`src/rtl/bsg_profiler_counter_bank_pkg.sv`:
```
// Shared types for the profiler counter bank.
package bsg_profiler_counter_bank_pkg;

  typedef enum logic [0:0] {e_pcb_idle, e_pcb_dump} bsg_pcb_state_e;

endpackage

```
`src/rtl/bsg_profiler_counter_sat.sv`:
```
// One profiler lane: enabled multi-bit increment, saturating or wrapping,
// with a sticky overflow flag and a clear that keeps the current cycle's event.
module bsg_profiler_counter_sat
  import bsg_profiler_counter_bank_pkg::*;
#(
  parameter int width_p     = 32,
  parameter int inc_width_p = 4,
  parameter int saturate_p  = 1
) (
  input  logic                   clk_i,
  input  logic                   reset_i,
  input  logic                   en_i,
  input  logic [inc_width_p-1:0] inc_i,
  input  logic                   clear_i,
  output logic [width_p-1:0]     count_o,
  output logic                   ovf_o
);

  logic [width_p-1:0] cnt_q, cnt_d;
  logic               ovf_q, ovf_d;
  logic [width_p-1:0] inc_masked;
  logic [width_p:0]   sum;

  // Next count: a clear restarts from this cycle's increment, otherwise add with carry-out.
  always_comb begin
    inc_masked = '0;
    if (en_i) begin
      inc_masked[inc_width_p-1:0] = inc_i;
    end else begin
      inc_masked = '0;
    end
    sum   = {1'b0, cnt_q} + {1'b0, inc_masked};
    cnt_d = sum[width_p-1:0];
    ovf_d = ovf_q;
    if (clear_i) begin
      cnt_d = inc_masked;
      ovf_d = 1'b0;
    end else if (sum[width_p]) begin
      ovf_d = 1'b1;
      if (saturate_p != 0) begin
        cnt_d = '1;
      end else begin
        cnt_d = sum[width_p-1:0];
      end
    end else begin
      cnt_d = sum[width_p-1:0];
    end
  end

  always_ff @(posedge clk_i) begin
    if (reset_i) begin
      cnt_q <= '0;
      ovf_q <= 1'b0;
    end else begin
      cnt_q <= cnt_d;
      ovf_q <= ovf_d;
    end
  end

  assign count_o = cnt_q;
  assign ovf_o   = ovf_q;

endmodule

```
`src/rtl/bsg_profiler_counter_bank.sv`:
```
// Multi-channel event counter bank with atomic snapshot and serial valid/yumi drain.
// Define BSG_PROFILER_COUNTER_BANK_SKIP_ZERO_EN to drain only nonzero/overflowed channels.
module bsg_profiler_counter_bank
  import bsg_profiler_counter_bank_pkg::*;
#(
  parameter int els_p       = 8,
  parameter int width_p     = 32,
  parameter int inc_width_p = 4,
  parameter int saturate_p  = 1,
  localparam int lg_els_lp  = (els_p > 1) ? $clog2(els_p) : 1
) (
  input  logic                         clk_i,
  input  logic                         reset_i,
  input  logic [els_p*inc_width_p-1:0] inc_i,
  input  logic [els_p-1:0]             en_i,
  input  logic                         snap_v_i,
  input  logic                         clear_on_snap_i,
  output logic                         snap_ready_o,
  output logic                         v_o,
  output logic [width_p-1:0]           data_o,
  output logic [lg_els_lp-1:0]         id_o,
  output logic                         ovf_o,
  input  logic                         yumi_i,
  output logic [els_p-1:0]             live_ovf_o
);

  bsg_pcb_state_e       state_q, state_d;
  logic [lg_els_lp-1:0] idx_q, idx_d;
  logic [width_p-1:0]   cnt      [els_p];
  logic [els_p-1:0]     live_ovf;
  logic [width_p-1:0]   shadow_q [els_p];
  logic [els_p-1:0]     shadow_ovf_q;
  logic                 snap_accept;
  logic                 found;
  logic                 more;
  logic [lg_els_lp-1:0] cur;

  assign snap_accept = ~reset_i & snap_v_i & (state_q == e_pcb_idle);

  for (genvar k = 0; k < els_p; k++) begin : g_lane
    bsg_profiler_counter_sat #(
      .width_p    (width_p),
      .inc_width_p(inc_width_p),
      .saturate_p (saturate_p)
    ) lane (
      .clk_i  (clk_i),
      .reset_i(reset_i),
      .en_i   (en_i[k]),
      .inc_i  (inc_i[k*inc_width_p +: inc_width_p]),
      .clear_i(snap_accept & clear_on_snap_i),
      .count_o(cnt[k]),
      .ovf_o  (live_ovf[k])
    );
  end

  // Shadow copy takes the pre-edge live values, before this cycle's increment.
  always_ff @(posedge clk_i) begin
    if (reset_i) begin
      for (int k = 0; k < els_p; k++) begin
        shadow_q[k] <= '0;
      end
      shadow_ovf_q <= '0;
    end else if (snap_accept) begin
      for (int k = 0; k < els_p; k++) begin
        shadow_q[k] <= cnt[k];
      end
      shadow_ovf_q <= live_ovf;
    end else begin
      shadow_ovf_q <= shadow_ovf_q;
    end
  end

`ifdef BSG_PROFILER_COUNTER_BANK_SKIP_ZERO_EN
  // Lowest qualifying channel at or above idx_q, and whether another follows it.
  always_comb begin
    found = 1'b0;
    more  = 1'b0;
    cur   = '0;
    for (int k = 0; k < els_p; k++) begin
      if ((k >= int'(idx_q)) && ((shadow_q[k] != '0) || shadow_ovf_q[k])) begin
        if (found) begin
          more = 1'b1;
        end else begin
          found = 1'b1;
          cur   = lg_els_lp'(k);
        end
      end else begin
        more = more;
      end
    end
  end
`else
  assign found = 1'b1;
  assign cur   = idx_q;
  assign more  = (idx_q != lg_els_lp'(els_p - 1));
`endif

  always_ff @(posedge clk_i) begin
    if (reset_i) begin
      state_q <= e_pcb_idle;
      idx_q   <= '0;
    end else begin
      state_q <= state_d;
      idx_q   <= idx_d;
    end
  end

  always_comb begin
    state_d = state_q;
    idx_d   = idx_q;
    case (state_q)
      e_pcb_idle: begin
        if (snap_accept) begin
          state_d = e_pcb_dump;
          idx_d   = '0;
        end else begin
          state_d = e_pcb_idle;
        end
      end
      e_pcb_dump: begin
        if (!found) begin
          state_d = e_pcb_idle;
        end else if (yumi_i) begin
          if (more) begin
            idx_d = cur + lg_els_lp'(1);
          end else begin
            state_d = e_pcb_idle;
          end
        end else begin
          state_d = e_pcb_dump;
        end
      end
      default: begin
        state_d = e_pcb_idle;
        idx_d   = '0;
      end
    endcase
  end

  // Every output is forced low while reset_i is asserted.
  always_comb begin
    snap_ready_o = 1'b0;
    v_o          = 1'b0;
    data_o       = '0;
    id_o         = '0;
    ovf_o        = 1'b0;
    live_ovf_o   = '0;
    if (reset_i) begin
      live_ovf_o = '0;
    end else begin
      live_ovf_o = live_ovf;
      case (state_q)
        e_pcb_idle: snap_ready_o = 1'b1;
        e_pcb_dump: begin
          if (found) begin
            v_o    = 1'b1;
            data_o = shadow_q[cur];
            id_o   = cur;
            ovf_o  = shadow_ovf_q[cur];
          end else begin
            v_o = 1'b0;
          end
        end
        default: snap_ready_o = 1'b0;
      endcase
    end
  end

endmodule

```
`config.mk`:
```
export PLATFORM = sky130hd
export DESIGN_NAME = bsg_profiler_counter_bank
export DESIGN_NICKNAME = d
export VERILOG_FILES = /design/src/rtl/bsg_profiler_counter_bank_pkg.sv /design/src/rtl/bsg_profiler_counter_sat.sv /design/src/rtl/bsg_profiler_counter_bank.sv
export SDC_FILE = /design/constraint.sdc
export NUM_CORES = 1
export LEC_CHECK = 0
export ABC_AREA = 1
export BUFFER_PORTS_ARGS = -buffer_cell sky130_fd_sc_hd__buf_2
export CAP_MARGIN = 10
export CORE_MARGIN = 8
export CORE_UTILIZATION = 46
export DETAILED_ROUTE_END_ITERATION = 8
export HOLD_SLACK_MARGIN = 0.06
export SYNTH_ARGS = -nofsm -noshare
export SYNTH_HDL_FRONTEND = slang
export SYNTH_HIERARCHICAL = 1
export SYNTH_SLANG_ARGS = --single-unit
```
`constraint.sdc`:
```
create_clock -name clk_i -period 11.5 [get_ports clk_i]
set_clock_uncertainty 0.2 [all_clocks]
set_input_delay 2.3 -clock clk_i [delete_from_list [all_inputs] [get_ports clk_i]]
set_output_delay 2.3 -clock clk_i [all_outputs]
set_load 0.01 [all_outputs]
```
==> results.py, run 1 <==
metrics = {
    "logic_synthesis": {
        "synth_top_area_cell": "edfxtp_1",
        "post_synth_inst_count": 4482,
        "ys_types": 36,
        "synth_area_sq_um": 31600,
        "yosysWarnings": 6,
        "syn_nets": 4569,
        "synth_common_cells": "nand2_1 (1241), inv_1 (929), nor2_1 (665)",
        "async_flop_share_pct": 0,
        "synth_area_leaders": "edfxtp_1 (24%), dfxtp_1 (18%), nand2_1 (15%)",
        "yosysMostFrequentCell": "nand2_1",
        "synth-seq-area-share_pct": 42.0,
        "synth_edf_count": 256,
        "ys.flop_type": "dfxtp_1",
        "ys_ff_latch": 535,
        "synth.avg_cell_area_sq_um": 7.06,
        "synth_top_area_share_pct": 24.3,
    },
    "clocking": {
        "path_clk_slew_ps": 60,
        "cts_buffer_depth": 3,
        "cts_tree": "built",
        "cts_setup_buffers": 0,
        "ctsRootBufferMaster": "clkbuf_16",
        "clock-sinks": 535,
        "cts_buffers": 60,
        "cts_resized": 0,
        "hold_buffers": 0,
        "worstSkewPairLatency_ps": 640,
        "htree_levels": 2,
    },
    "place": {
        "io_buffer_count": 90,
        "gp_congestion": 0.957,
        "post-dp-hpwl_mm": 67.2,
    },
    "timing": {
        "holdWs_ps": 249,
        "finalSetupViolations": 0,
        "worst_pin_slew_ps": 1220,
        "finalSetupTns_ps": 0,
        "maxSlewViolCount": 0,
        "period_share_pct": 54.9,
        "rsz0062_at_grt": "false",
        "fmax_mhz": 158,
        "hold_viol_final": 0,
        "finalCriticalPeriod_ps": 6310,
        "relSlewSlack_pct": 18.8,
    },
    "final_layout": {
        "final-seq-area_sq_um": 13300,
        "multiInputGateArea_sq_um": 13900,
        "fillers": 7034,
        "layout-drive-gt1-share_pct": 8.15,
        "nets": 4616,
        "syn2layout_area_growth_pct": 8.82,
        "num_antenna_cells": 0,
    },
    "worst_hold_path": {
        "worstHoldPathCells": 2,
        "worstHoldPathType": "register to register",
        "min_from": "g_lane[7].lane/ovf_o$_SDFFE_PP0P_",
        "whs_endpoint": "g_lane[7].lane/ovf_o$_SDFFE_PP0P_",
    },
    "critical_path": {
        "cp_cell_sequence": "buf_4 > nor2_2 > buf_4 > nand2_1 > nor2_1 > buf_2",
        "slowest_delay_ps": 530,
        "cp-end-kind": "primary output",
        "crit_required_ps": 9000,
        "r2r_slack_ps": 7750,
        "startpoint_type": "primary input",
        "crit_top_cell": "buf_4",
        "critical_path_buf_inv_count": 3,
        "critPathArrivalTime_ps": 3810,
        "crit_family": "simple AND/OR/NAND/NOR gates",
        "cp_max_fo": 25,
        "worstReg2RegEnd": "shadow_q[0][10]$_SDFFCE_PN0P_",
        "r2r_cells": 4,
        "r2r-start": "state_q$_SDFF_PP0_",
        "crit_type": "primary input to primary output",
        "worst_path_max_delay_cell": "nor2_2",
    },
    "global_routing": {
        "grt_use_total_pct": 22.2,
        "grt_pass1_wl_mm": 136,
        "grt_max_degree": 187,
        "grt_pass1_vias": 25300,
        "gr-total-overflow": 0,
        "antenna_found_initial": 1,
    },
    "floorplanning": {
        "die_x_um": 278,
        "design.core.area_sq_um": 68300,
        "die_h_um": 278,
        "initial_core_util_pct": 46.3,
        "io_pins": 91,
        "die_area_sq_um": 77400,
        "num_rows": 96,
    },
    "power": {
        "peakVddDrop_mv": 0.110,
        "total_power_w": 0.00458,
        "powerDensity_nw_per_um2": 133,
        "leakagePower_nw": 15.2,
    },
    "run": {
        "drv_cap": 0,
    },
    "routing": {
        "vias": 27200,
        "finalWirelength_mm": 89.3,
        "drtPass1Iterations": 6,
        "drcViolationCount": 0,
        "postRouteAntennaNets": 0,
        "detail_route.wl_per_cell_um": 16.4,
        "viasPerCell": 4.99,
        "drtIter0Drc": 2157,
    },
    "run_status": {
        "status": "finished, final reports clean",
    },
}
==> placed cells by master, fill, tap and decap left out, types with 19 or more instances in the layout <==
cell type,instances
nand3b_1,80
ha_1,34
o21ai_0,79
xnor2_1,48
edfxtp_1,256
inv_1,928
nand3_2,66
nand4_1,51
nor2_1,663
a31oi_1,19
a21oi_1,81
xor2_1,32
clkbuf_16,61
nor2_2,24
dfxtp_1,276
nand2_1,1240
buf_2,89
nand3_1,371
==> layer usage <==
metal / track usage, % / share of wire [%] / vias to the layer above
li1: - / - / 13800
met5: 1.00 / 0 / -
met1: 27.9 / 42 / 12600
met2: 37.8 / 47 / 689
met3: 5.21 / 7.6 / 137
met4: 6.24 / 2.6 / 0
==> area by class of cell <==
cell class,instances,share of cell area (%)
inverters,938,10.2
well taps,882,3.21
flip-flops and latches,535,38.6
multi-input cells,2887,40.5
repair buffers,107,1.72
clock buffers,81,4.83
clock inverters,30,0.923
==> worst register-to-register path: stages, from the launching register on <==
cell and delay [ps]:
dfxtp_1 420, nor2_1 360, nand2_8 430, nand2_4 1040, buf_12 810
==> power breakdown <==
part | leakage, nW | switching, W | total (W) | internal, W
clock | 0.981 | 0.000799 | 0.00196 | 0.00116
combinational | 9.22 | 0.000368 | 0.000501 | 0.000133
sequential | 4.97 | 0.0000442 | 0.00212 | 0.00207
==> worst max path at each step <==
| stage | start | to | slack (ps) | depth (start not counted) |
|---|---|---|---|---|
| 6_report | reset_i | data_o[17] | 5190 | 6 |
| 3_5_place_dp | reset_i | data_o[17] | 5280 | 6 |
| 2_1_floorplan | reset_i | shadow_ovf_q[0]$_SDFFE_PP0P_ | 2280 | 6 |
| 3_3_place_gp | reset_i | shadow_q[0][8]$_SDFFCE_PN0P_ | 5370 | 6 |
| 5_1_grt | register | data_o[29] | 5110 | 8 |
| 4_1_cts | reset_i | data_o[17] | 5270 | 6 |
==> cells by family (layout without fill, tap and decap cells) <==
logic type                 after synthesis  in the layout  synth area share (%)
and+or+nand+nor                       2567           2567                  36.5
xor gates and xnor gates                80             80                  2.21
buffers and inverters                 1060           1156                  14.1
DFF                                    535            535                  42.0
AOI/OAI and AO/OA                      198            198                  3.43
adders and majority gates               42             42                  1.85
==> sequential cells by signal, summed over array words and instances, names as in the netlist, named ones only <==
name and count:
g_lane.lane/count_o 256, shadow_ovf_q 8, shadow_q 256, g_lane.lane/ovf_o 8
state_q 1, cur 3
==> metrics by stage <==
stage,setup slack (ps),instances,util [%],area [sq um]
4_1_cts,5270,5460,50.4,34400
6_report,5190,5460,50.4,34400
3_5_place_dp,5280,5349,47.5,32400
2_1_floorplan,2280,4482,-,31600
3_3_place_gp,5370,5349,47.5,32400
5_1_grt,5110,5460,50.4,34400
Note: power is estimated with default switching activity, not from simulation.
==> inputs of run 2 (changes only) <==
clock period = 5.6 ns   (was 11.5 ns; I/O delays follow)
==> run 2 against run 1 <==
Cell area barely moved. Clock power rose by 99%. Die area did not move. Sequential share of layout area barely moved. Sequential cell count did not move. Combinational power rose by 110%. Largest cell class unchanged.
==> results.py, run 2 (synthesis results as in run 1) <==
metrics = {
    "run_status": {
        "status": "finished, final reports clean",
    },
    "critical_path": {
        "cp_max_fo": 70,
        "r2r-start": "state_q$_SDFF_PP0_",
        "crit_required_ps": 4280,
        "r2r_slack_ps": 2860,
        "crit_type": "register to primary output",
        "r2r_cells": 6,
        "critPathArrivalTime_ps": 3080,
        "worstReg2RegEnd": "g_lane[6].lane/count_o[12]$_SDFF_PP0_",
        "startpoint_type": "register",
        "worstSetupEndpoint": "data_o[30]",
        "cp-end-kind": "primary output",
    },
    "floorplanning": {
        "die_area_sq_um": 77400,
        "die_x_um": 278,
        "io_pins": 91,
        "num_rows": 96,
        "design.core.area_sq_um": 68300,
        "initial_core_util_pct": 46.3,
        "die_h_um": 278,
    },
    "power": {
        "powerDensity_nw_per_um2": 269,
        "peakVddDrop_mv": 0.227,
        "leakagePower_nw": 15.2,
    },
    "global_routing": {
        "met2_usage_pct": 38.8,
        "grt_use_total_pct": 22.6,
        "grt_pass1_wl_mm": 139,
        "grt_pass1_vias": 25700,
        "use_met1_pct": 28.9,
        "use_met3_pct": 5.13,
        "grt_max_degree": 105,
        "gr-total-overflow": 0,
        "top_usage_layer": "met2",
        "antenna_found_initial": 2,
    },
    "final_layout": {
        "num_antenna_cells": 0,
        "layout-drive-gt1-share_pct": 8.20,
        "fin_util_pct": 50.4,
        "nets": 4625,
        "syn2layout_area_growth_pct": 8.89,
        "layout_commonest_cell": "nand2_1",
        "mostFrequentLayoutCells": "nand2_1 (1240), inv_1 (928), nor2_1 (664)",
    },
    "clocking": {
        "clock-sinks": 535,
        "worstSkewPairLatency_ps": 620,
        "cts_tree": "built",
        "cts_resized": 0,
        "cts_buffer_depth": 3,
        "cts_setup_buffers": 0,
        "cts_buffers": 59,
        "ctsRootBufferMaster": "clkbuf_16",
        "hold_buffers": 0,
        "path_clk_slew_ps": 60,
        "htree_levels": 2,
    },
    "place": {
        "io_buffer_count": 90,
        "gp_congestion": 1.02,
        "post-dp-hpwl_mm": 69.4,
    },
    "routing": {
        "drtPass1Iterations": 6,
        "viasPerCell": 5.00,
        "drcViolationCount": 0,
        "detail_route.wl_per_cell_um": 16.6,
        "drtIter0Drc": 2576,
        "vias": 27300,
        "postRouteAntennaNets": 0,
        "finalWirelength_mm": 90.8,
    },
    "timing": {
        "period_share_pct": 78.7,
        "finalSetupTns_ps": 0,
        "finalCriticalPeriod_ps": 4400,
        "worst_pin_slew_ps": 1000,
        "fmax_mhz": 227,
        "holdWs_ps": 250,
        "hold_viol_final": 0,
        "finalSetupViolations": 0,
        "rsz0062_at_grt": "false",
        "maxSlewViolCount": 0,
        "relSlewSlack_pct": 33.1,
    },
    "worst_hold_path": {
        "worstHoldPathType": "register to register",
    },
    "run": {
        "drv_cap": 0,
    },
}
-- run 2: cell count changes in the layout (fill, tap and decap cells not counted), sizes merged --
cell,before,now
buf,107,117
clkbuf,81,78
clkinvlp,1,2
inv,929,930
-- run 2: cell type report --
class / count / area (sq um)
Timing Repair Buffer: 117 / 693
Fill cell: 6964 / 33900
Multi-Input combinational cell: 2887 / 14000
Tap cell: 882 / 1100
Clock inverter: 32 / 338
Clock buffer: 78 / 1560
Inverter: 938 / 3520
Sequential cell: 535 / 13300
-- run 2: metal layers --
layer,up-vias,part of all wire (%)
li1,13800,-
met1,12700,43
met2,693,48
met3,92,7.6
met4,4,1.7
met5,-,0.085
-- run 2: worst min-delay path by stage --
stage	startpoint	to	slack, ps	depth (start not counted)
6_report	g_lane[7].lane/ovf_o$_SDFFE_PP0P_	g_lane[7].lane/ovf_o$_SDFFE_PP0P_	250	2
5_1_grt	g_lane[1].lane/ovf_o$_SDFFE_PP0P_	g_lane[1].lane/ovf_o$_SDFFE_PP0P_	270	2
4_1_cts	g_lane[7].lane/ovf_o$_SDFFE_PP0P_	g_lane[7].lane/ovf_o$_SDFFE_PP0P_	250	2
3_5_place_dp	g_lane[7].lane/ovf_o$_SDFFE_PP0P_	g_lane[7].lane/ovf_o$_SDFFE_PP0P_	240	2
3_3_place_gp	g_lane[7].lane/ovf_o$_SDFFE_PP0P_	g_lane[7].lane/ovf_o$_SDFFE_PP0P_	240	2
2_1_floorplan	g_lane[0].lane/ovf_o$_SDFFE_PP0P_	g_lane[0].lane/ovf_o$_SDFFE_PP0P_	230	2
-- run 2: critical path, stage by stage, from the launching register on --
cell and delay, ps:
dfxtp_4 340, clkinv_2 680, buf_4 500, nand2_1 80, nand3_1 120, nand3_1 120
nand2_1 60, nor2_1 320, buf_2 210
-- run 2: through the flow --
step / cell area (sq um) / cells / power, W / worst slack [ps]
3_5_place_dp: 32600 / 5359 / 0.00544 / 1520
5_1_grt: 34400 / 5469 / 0.00962 / 1060
3_3_place_gp: 32600 / 5359 / 0.00544 / 1580
4_1_cts: 34400 / 5469 / 0.00935 / 1260
6_report: 34400 / 5469 / 0.00928 / 1200
2_1_floorplan: 31600 / 4482 / 0.00512 / 93.4
-- run 2: report_power, final --
group | internal (W) | switching [W] | total [W]
clock | 0.00227 | 0.00163 | 0.00390
sequential | 0.00426 | 0.0000840 | 0.00434
combinational | 0.000286 | 0.000750 | 0.00104
total | 0.00681 | 0.00246 | 0.00928
